**src/rtl/joy_pkg.sv**
```systemverilog
// rtl/joy_pkg.sv - shared constants and types for the multi-port NES pad interface
package joy_pkg;

  localparam int BTN_A      = 0;
  localparam int BTN_B      = 1;
  localparam int BTN_SELECT = 2;
  localparam int BTN_START  = 3;
  localparam int BTN_UP     = 4;
  localparam int BTN_DOWN   = 5;
  localparam int BTN_LEFT   = 6;
  localparam int BTN_RIGHT  = 7;

  localparam int          JOY_MAX_BUTTONS = 16;
  localparam logic [15:0] JOY_BASE_ADDR   = 16'h4016;
  localparam logic        JOY_READ_FILL   = 1'b1;

  typedef struct packed {
    logic       en;
    logic [7:0] data;
  } joy_rd_t;

endpackage

```
**src/rtl/joy_multi_if.sv**
```systemverilog
// rtl/joy_multi_if.sv - CPU bus bundle between the CPU side and the pad interface
interface joy_multi_if;
  logic        cpu_read_in;
  logic        cpu_write_in;
  logic [15:0] cpu_address_in;
  logic [7:0]  cpu_data_in;
  logic        cpu_data_en_out;
  logic [7:0]  cpu_data_out;

  modport master (
    output cpu_read_in, cpu_write_in, cpu_address_in, cpu_data_in,
    input  cpu_data_en_out, cpu_data_out
  );

  modport slave (
    input  cpu_read_in, cpu_write_in, cpu_address_in, cpu_data_in,
    output cpu_data_en_out, cpu_data_out
  );
endinterface

```
**src/rtl/joy_port.sv**
```systemverilog
// rtl/joy_port.sv - one pad: button synchroniser, serial shift register, saturating bit counter
module joy_port
  import joy_pkg::*;
#(
  parameter int BUTTONS = 8
) (
  input  logic               clk,
  input  logic               rst_n,
  input  logic [BUTTONS-1:0] buttons_n,
  input  logic [BUTTONS-1:0] pressed_extra,
  input  logic               load,
  input  logic               shift,
  output logic               live_a,
  output logic               serial_bit
);

  localparam int             CW      = $clog2(BUTTONS + 1);
  localparam logic [CW-1:0]  CNT_MAX = CW'(BUTTONS);

  logic [BUTTONS-1:0] sync1_q, sync1_d;
  logic [BUTTONS-1:0] sync2_q, sync2_d;
  logic [BUTTONS-1:0] shreg_q, shreg_d;
  logic [CW-1:0]      cnt_q, cnt_d;
  logic [BUTTONS-1:0] pressed;

  assign pressed    = ~sync2_q | pressed_extra;
  assign live_a     = ~sync2_q[BTN_A];
  // Once every button has been shifted out the pad reports the fill level.
  assign serial_bit = (cnt_q == CNT_MAX) ? JOY_READ_FILL : shreg_q[0];

  always_comb begin
    sync1_d = buttons_n;
    sync2_d = sync1_q;
    shreg_d = shreg_q;
    cnt_d   = cnt_q;
    if (load) begin
      shreg_d = pressed;
      cnt_d   = '0;
    end else if (shift && (cnt_q != CNT_MAX)) begin
      shreg_d = {JOY_READ_FILL, shreg_q[BUTTONS-1:1]};
      cnt_d   = cnt_q + CW'(1);
    end
  end

  always_ff @(posedge clk or negedge rst_n) begin
    if (!rst_n) begin
      sync1_q <= '1;
      sync2_q <= '1;
      shreg_q <= '0;
      cnt_q   <= '0;
    end else begin
      sync1_q <= sync1_d;
      sync2_q <= sync2_d;
      shreg_q <= shreg_d;
      cnt_q   <= cnt_d;
    end
  end

endmodule

```
**src/rtl/joy_multi.sv**
```systemverilog
// rtl/joy_multi.sv - NES pad interface for NUM_PORTS pads; optional turbo via JOY_TURBO_EN
module joy_multi
  import joy_pkg::*;
#(
  parameter int          NUM_PORTS = 2,
  parameter int          BUTTONS   = 8,
  parameter logic [15:0] BASE_ADDR = JOY_BASE_ADDR,
  parameter int          TURBO_DIV = 4
) (
  input  logic                           cpu_clk_in,
  input  logic                           reset_n_in,
  joy_multi_if.slave                     bus,
`ifdef JOY_TURBO_EN
  input  logic [2*NUM_PORTS-1:0]         turbo_n_in,
`endif
  input  logic [NUM_PORTS*BUTTONS-1:0]   buttons_n_in
);

  if (NUM_PORTS < 1 || NUM_PORTS > 2 || BUTTONS < 2 || BUTTONS > JOY_MAX_BUTTONS ||
      TURBO_DIV < 1) begin : g_bad_cfg
    $error("joy_multi: unsupported parameter set");
  end

  logic                         strobe_q, strobe_d;
  joy_rd_t                      rd_q, rd_d;
  logic [15:0]                  offs;
  logic                         wr_base;
  logic [NUM_PORTS-1:0]         live_a, serial, shift;
  logic [NUM_PORTS*BUTTONS-1:0] extra;
  logic                         unused_data;

  assign offs        = bus.cpu_address_in - BASE_ADDR;
  assign wr_base     = bus.cpu_write_in && (bus.cpu_address_in == BASE_ADDR);
  assign unused_data = ^bus.cpu_data_in[7:1];

  // Reads see the pre-write strobe, so a same-cycle write only matters next cycle.
  always_comb begin
    strobe_d = wr_base ? bus.cpu_data_in[0] : strobe_q;
    rd_d     = '0;
    shift    = '0;
    for (int p = 0; p < NUM_PORTS; p++) begin
      if (bus.cpu_read_in && (offs == 16'(p))) begin
        rd_d.en      = 1'b1;
        rd_d.data[0] = strobe_q ? live_a[p] : serial[p];
        shift[p]     = !strobe_q;
      end
    end
  end

  always_ff @(posedge cpu_clk_in or negedge reset_n_in) begin
    if (!reset_n_in) begin
      strobe_q <= 1'b0;
      rd_q     <= '0;
    end else begin
      strobe_q <= strobe_d;
      rd_q     <= rd_d;
    end
  end

  assign bus.cpu_data_en_out = rd_q.en;
  assign bus.cpu_data_out    = rd_q.data;

`ifdef JOY_TURBO_EN
  localparam int DW = $clog2(TURBO_DIV + 1);

  logic [2*NUM_PORTS-1:0] tsync1_q, tsync1_d;
  logic [2*NUM_PORTS-1:0] tsync2_q, tsync2_d;
  logic                   phase_q, phase_d;
  logic [DW-1:0]          div_q, div_d;
  logic                   strobe_fall;

  assign strobe_fall = wr_base && !bus.cpu_data_in[0] && strobe_q;

  always_comb begin
    tsync1_d = turbo_n_in;
    tsync2_d = tsync1_q;
    phase_d  = phase_q;
    div_d    = div_q;
    if (strobe_fall) begin
      if (div_q == DW'(TURBO_DIV - 1)) begin
        div_d   = '0;
        phase_d = !phase_q;
      end else begin
        div_d = div_q + DW'(1);
      end
    end
    extra = '0;
    for (int p = 0; p < NUM_PORTS; p++) begin
      extra[p*BUTTONS + BTN_A] = ~tsync2_q[2*p]   & phase_q;
      extra[p*BUTTONS + BTN_B] = ~tsync2_q[2*p+1] & phase_q;
    end
  end

  // Phase starts at 1 so the first latch after reset reports a held turbo button.
  always_ff @(posedge cpu_clk_in or negedge reset_n_in) begin
    if (!reset_n_in) begin
      tsync1_q <= '1;
      tsync2_q <= '1;
      phase_q  <= 1'b1;
      div_q    <= '0;
    end else begin
      tsync1_q <= tsync1_d;
      tsync2_q <= tsync2_d;
      phase_q  <= phase_d;
      div_q    <= div_d;
    end
  end
`else
  assign extra = '0;
`endif

  for (genvar p = 0; p < NUM_PORTS; p++) begin : g_port
    joy_port #(.BUTTONS(BUTTONS)) u_port (
      .clk           (cpu_clk_in),
      .rst_n         (reset_n_in),
      .buttons_n     (buttons_n_in[p*BUTTONS +: BUTTONS]),
      .pressed_extra (extra[p*BUTTONS +: BUTTONS]),
      .load          (strobe_q),
      .shift         (shift[p]),
      .live_a        (live_a[p]),
      .serial_bit    (serial[p])
    );
  end

endmodule

```
**src/flat_wrapper.sv**
```systemverilog
// flat-port wrapper written by rule: the top's interface ports become plain ports
module joy_multi_flat import joy_pkg::*;
#(
  parameter int          NUM_PORTS = 2,
  parameter int          BUTTONS   = 8,
  parameter logic [15:0] BASE_ADDR = JOY_BASE_ADDR,
  parameter int          TURBO_DIV = 4
)
  (cpu_clk_in, reset_n_in, buttons_n_in, bus_cpu_read_in, bus_cpu_write_in, bus_cpu_address_in, bus_cpu_data_in, bus_cpu_data_en_out, bus_cpu_data_out);
  joy_multi_if bus_i ();
  input  logic cpu_clk_in;
  input  logic reset_n_in;
  input  logic [NUM_PORTS*BUTTONS-1:0] buttons_n_in;
  input wire logic [$bits(bus_i.cpu_read_in)-1:0] bus_cpu_read_in;
  input wire logic [$bits(bus_i.cpu_write_in)-1:0] bus_cpu_write_in;
  input wire logic [$bits(bus_i.cpu_address_in)-1:0] bus_cpu_address_in;
  input wire logic [$bits(bus_i.cpu_data_in)-1:0] bus_cpu_data_in;
  output wire logic [$bits(bus_i.cpu_data_en_out)-1:0] bus_cpu_data_en_out;
  output wire logic [$bits(bus_i.cpu_data_out)-1:0] bus_cpu_data_out;
  assign bus_i.cpu_read_in = bus_cpu_read_in;
  assign bus_i.cpu_write_in = bus_cpu_write_in;
  assign bus_i.cpu_address_in = bus_cpu_address_in;
  assign bus_i.cpu_data_in = bus_cpu_data_in;
  assign bus_cpu_data_en_out = bus_i.cpu_data_en_out;
  assign bus_cpu_data_out = bus_i.cpu_data_out;
  joy_multi #(.NUM_PORTS(NUM_PORTS), .BUTTONS(BUTTONS), .BASE_ADDR(BASE_ADDR), .TURBO_DIV(TURBO_DIV)) u_core (.cpu_clk_in(cpu_clk_in), .reset_n_in(reset_n_in), .bus(bus_i), .buttons_n_in(buttons_n_in));
endmodule
```
**config.mk**
```make
export PLATFORM = sky130hd
export DESIGN_NAME = joy_multi_flat
export DESIGN_NICKNAME = d
export VERILOG_FILES = /design/src/rtl/joy_pkg.sv /design/src/rtl/joy_multi_if.sv /design/src/rtl/joy_port.sv /design/src/rtl/joy_multi.sv /design/src/flat_wrapper.sv
export SDC_FILE = /design/constraint.sdc
export NUM_CORES = 1
export LEC_CHECK = 0
export BUFFER_PORTS_ARGS = -buffer_cell sky130_fd_sc_hd__buf_4
export CELL_PAD_IN_SITES_DETAIL_PLACEMENT = 0
export CELL_PAD_IN_SITES_GLOBAL_PLACEMENT = 1
export CORE_ASPECT_RATIO = 1.5
export CORE_MARGIN = 8
export CORE_UTILIZATION = 38
export CTS_BUF_LIST = sky130_fd_sc_hd__clkbuf_16
export DETAILED_ROUTE_END_ITERATION = 8
export HOLD_SLACK_MARGIN = 0.02
export MAX_ROUTING_LAYER = met4
export PLACE_DENSITY = 0.75
export SLEW_MARGIN = 0
export SYNTH_ARGS = -nofsm -noshare
export SYNTH_HDL_FRONTEND = slang
export SYNTH_HIERARCHICAL = 1
export SYNTH_SLANG_ARGS = --single-unit
```
**constraint.sdc**
```tcl
create_clock -name cpu_clk_in -period 1.7 [get_ports cpu_clk_in]
set_input_delay 0.255 -clock cpu_clk_in [delete_from_list [all_inputs] [get_ports cpu_clk_in]]
set_output_delay 0.255 -clock cpu_clk_in [all_outputs]
set_load 0.05 [all_outputs]
```
==> reports/qor.csv <==
metric,value,unit
ctsHtreeMaxLevel,3,
reg2reg_depth,6,
synth_ff_type,sky130_fd_sc_hd__dfstp_2,
grt_pass1_vias,2274,
report.final.hold_viol_count,0,
die_area,10060,µm²
worst_r2r_endpoint,u_core/bus.cpu_data_out[0],
drtPass1Iterations,4,
initial_core_util,0.3917,
synthesis_stage_register_bit_count,59,
drc_errors,0,
worstHoldStart,buttons_n_in[5],
fp.dieW,84.62,µm
ys_seq_area_frac,0.5650,
post_synth_num_cell_types,43,
layout.nets,378,
core_area,6852,µm²
syn_area_per_cell,11.14,µm²
layout-area-overhead-vs-synth,39.25,%
globalRouteTotalUtil,0.1257,
multi_input_comb_area,1126,µm²
criticalPathCategory,in -> reg,
finalCritPeriodShare,1.231,
async_flop_share,1.000,
critPathLaunchType,input port,
list_of_cells_traversed_by_the_critical_path,buf_8 > ha_4 > nor4bb_4 > and3_4 > o21ai_4 > a2111oi_4 > and4_4 > clkinvlp_4 > o21ai_2 > a32oi_1,
rsz_0062_raised_after_global_routing,yes,
power.leakage,0.001615,µW
setup_violations,24,
ir_worst_vdd,808.2,µV
clockBufferDepth,2,
synth_area_leader_cell,sky130_fd_sc_hd__dfstp_2,
r2r_setup_slack,0.12,ns
slowest_stage_delay_on_critical_path,0.36,ns
fillerInstances,606,
clock_insertion_delay_worst_skew,0.32,ns
io_pins,53,
min-delay-path-class,in -> reg,
path_max_fanout,5,
crit-reg2reg-launch,u_core/g_port[0].u_port/cnt_q[0],
number_of_enable_type_register_cells_in_the_synthesized_netlist,0,
routedWlPerCell,14.32,µm
grt_max_degree,60,
tritoncts,done,
finalHoldWorstSlack,0.04016,ns
syn-instance-count,241,
grt_pass1_wl,10.12,mm
gp_congestion,0.8935,
diode_count,0,
hpwl_detailed,3.945,mm
floorplan.die.height,118.9,µm
worstPathBufferInverterCount,2,
fmax,477.8,MHz
clk_pin_slew,0.05,ns
failed_checks,setup timing,
synth.top_cell.area_share,0.3133,
worstPathArrival,2.28,ns
portBuffers,38,
wl,5.901,mm
detailedPlace.worstSlack,-0.8439,ns
post_drt_via_cell_ratio,5.078,
final_core_utilization,0.5455,
drtAntennaViolNets,0,
drive_above_1_share,0.4281,
worst_slack,-0.3930,ns
grt_overflow,0,
yosysMostFrequentCell,sky130_fd_sc_hd__dfstp_2,
first_iter_violations,78,
worst_hold_path.num_cells,1,
placementRows,37,
outcome,finished with violations,
timing.final.max_slew_violations,0,
syn-cell-area,2684,µm²
final-seq-area,1516,µm²
synth_commonest_cells,"sky130_fd_sc_hd__dfstp_2 (32), sky130_fd_sc_hd__dfrtp_1 (27), sky130_fd_sc_hd__inv_1 (27), sky130_fd_sc_hd__o21ai_1 (18), sky130_fd_sc_hd__a31oi_1 (17)",
max-cap-violations,0,
timing.clock.skew,0.006967,ns
min_delay_worst_endpoint,u_core/g_port[0].u_port/sync1_q[5],
synth_top_cells_by_area,"sky130_fd_sc_hd__dfstp_2 (31%), sky130_fd_sc_hd__dfrtp_1 (25%), sky130_fd_sc_hd__a32oi_1 (5.2%), sky130_fd_sc_hd__a31oi_1 (4.0%), sky130_fd_sc_hd__inv_1 (3.8%)",
critical_path.top_delay_family,simple AND/OR/NAND/NOR gates,
critical_path.endpoint_type,flip-flop,
clock_root_buffer,sky130_fd_sc_hd__clkbuf_16,
critical-path-slowest-cell,sky130_fd_sc_hd__and4_4,
routed-via-count,2092,
cts_num_sinks,59,
power-per-cell-area,927.2,nW/µm²
synth.yosys.warnings,6,
cts_made_buffers,9,
time_the_worst_path_needs_with_i_o_delays_and_setup,2.093,ns
worst-endpoint-required,1.89,ns
grt_antenna_before_repair,0,
-- how the worst max path moves through the flow --
stage / from / endpoint / cells past startpoint
4_1_cts: bus_cpu_address_in[2] / u_core/g_port[0].u_port/shreg_q[2] / 10
3_3_place_gp: bus_cpu_address_in[1] / u_core/g_port[0].u_port/shreg_q[5] / 10
2_1_floorplan: bus_cpu_address_in[1] / u_core/g_port[0].u_port/cnt_q[2] / 9
3_5_place_dp: bus_cpu_address_in[1] / u_core/g_port[0].u_port/shreg_q[5] / 10
6_report: bus_cpu_address_in[1] / u_core/g_port[0].u_port/shreg_q[5] / 10
5_1_grt: bus_cpu_address_in[2] / u_core/g_port[1].u_port/shreg_q[5] / 10
-- cell families (layout without fill, tap and decap cells) --
kind of cell,count (synthesis),in the layout,synth area share
AO/OA/AOI/OAI,73,73,0.1874
XOR/XNOR,5,5,0.01632
adder cells (fa/ha/maj),5,5,0.02331
buffers and inverters,45,116,0.08578
flip-flops,59,59,0.5650
multiplexers,2,2,0.01259
other,1,23,0.001397
AND/OR/NAND/NOR,51,51,0.1082
-- sequential cells by signal (all words and copies together), names as in the netlist --
| name | cells |
|---|---|
| u_core/bus.cpu_data_en_out | 1 |
| u_core/bus.cpu_data_out | 1 |
| u_core/g_port.u_port/cnt_q | 8 |
| u_core/g_port.u_port/shreg_q | 16 |
| u_core/g_port.u_port/sync1_q | 16 |
| u_core/g_port.u_port/sync2_q | 16 |
| u_core/strobe_q | 1 |
-- worst register-to-register path: cells and delay by family (launching register included) --
| family | cells | cell delay (ns) |
|---|---|---|
| buf+inv | 1 | 0.06 |
| mux | 1 | 0.44 |
| simple gates | 3 | 0.41 |
| fa+ha+maj | 1 | 0.22 |
| flops | 1 | 0.34 |
-- layout make-up --
class | count | share of cell area
clock inverters | 7 | 0.01607
multi-input cells | 159 | 0.3013
repair inverters | 2 | 0.004017
clock buffers | 9 | 0.06026
flip-flops and latches | 59 | 0.4058
repair buffers | 71 | 0.1573
well taps | 78 | 0.02611
inverters | 27 | 0.02913
-- through the flow --
stage               total power [µW]  instance area, µm²  cells  setup TNS, ns
floorplan                       1622                2796    263         -8.614
global placement                1764                3272    388         -17.45
detailed placement              1770                3272    388         -19.62
CTS                             3499                3682    409         -7.251
global route                    3613                3737    412         -10.75
finish                          3465                3737    412         -7.956
-- cell usage in the layout, fill, tap and decap left out, types with 4 or more instances in the layout --
cell type and instances:
sky130_fd_sc_hd__buf_4 64, sky130_fd_sc_hd__dfstp_2 32, sky130_fd_sc_hd__dfrtp_1 27, sky130_fd_sc_hd__inv_1 26
sky130_fd_sc_hd__conb_1 23, sky130_fd_sc_hd__a31oi_1 17, sky130_fd_sc_hd__a32oi_1 16, sky130_fd_sc_hd__o21ai_1 10
sky130_fd_sc_hd__clkbuf_16 9, sky130_fd_sc_hd__nor2_1 9, sky130_fd_sc_hd__a21oi_1 8, sky130_fd_sc_hd__o21ai_2 8
sky130_fd_sc_hd__nand3_1 7, sky130_fd_sc_hd__nand2_1 6, sky130_fd_sc_hd__clkinvlp_4 4, sky130_fd_sc_hd__ha_1 4
-- per-layer routing --
metal,global-route usage,wire [µm],up-vias
met1,0.1363,2543,1013
li1,-,-,1020
met5,-,0,-
met2,0.2082,2971,52
met4,0.06159,87,0
met3,0.03304,299,7
-- report_power, final --
group	internal (µW)	total [µW]	switching, µW
registers	1480	1490	12.9
clock network	1110	1690	579
logic	133	283	150
-- what timing repair did --
action                     CTS  global route
pin swaps                   31             6
gates cloned                 2             0
hold endpoints to repair    27             0
resized for setup           27             7
setup endpoints to repair   25            26
buffers inserted             2             4
hold buffers                 1             0
Power figures use the tool's default switching activity.
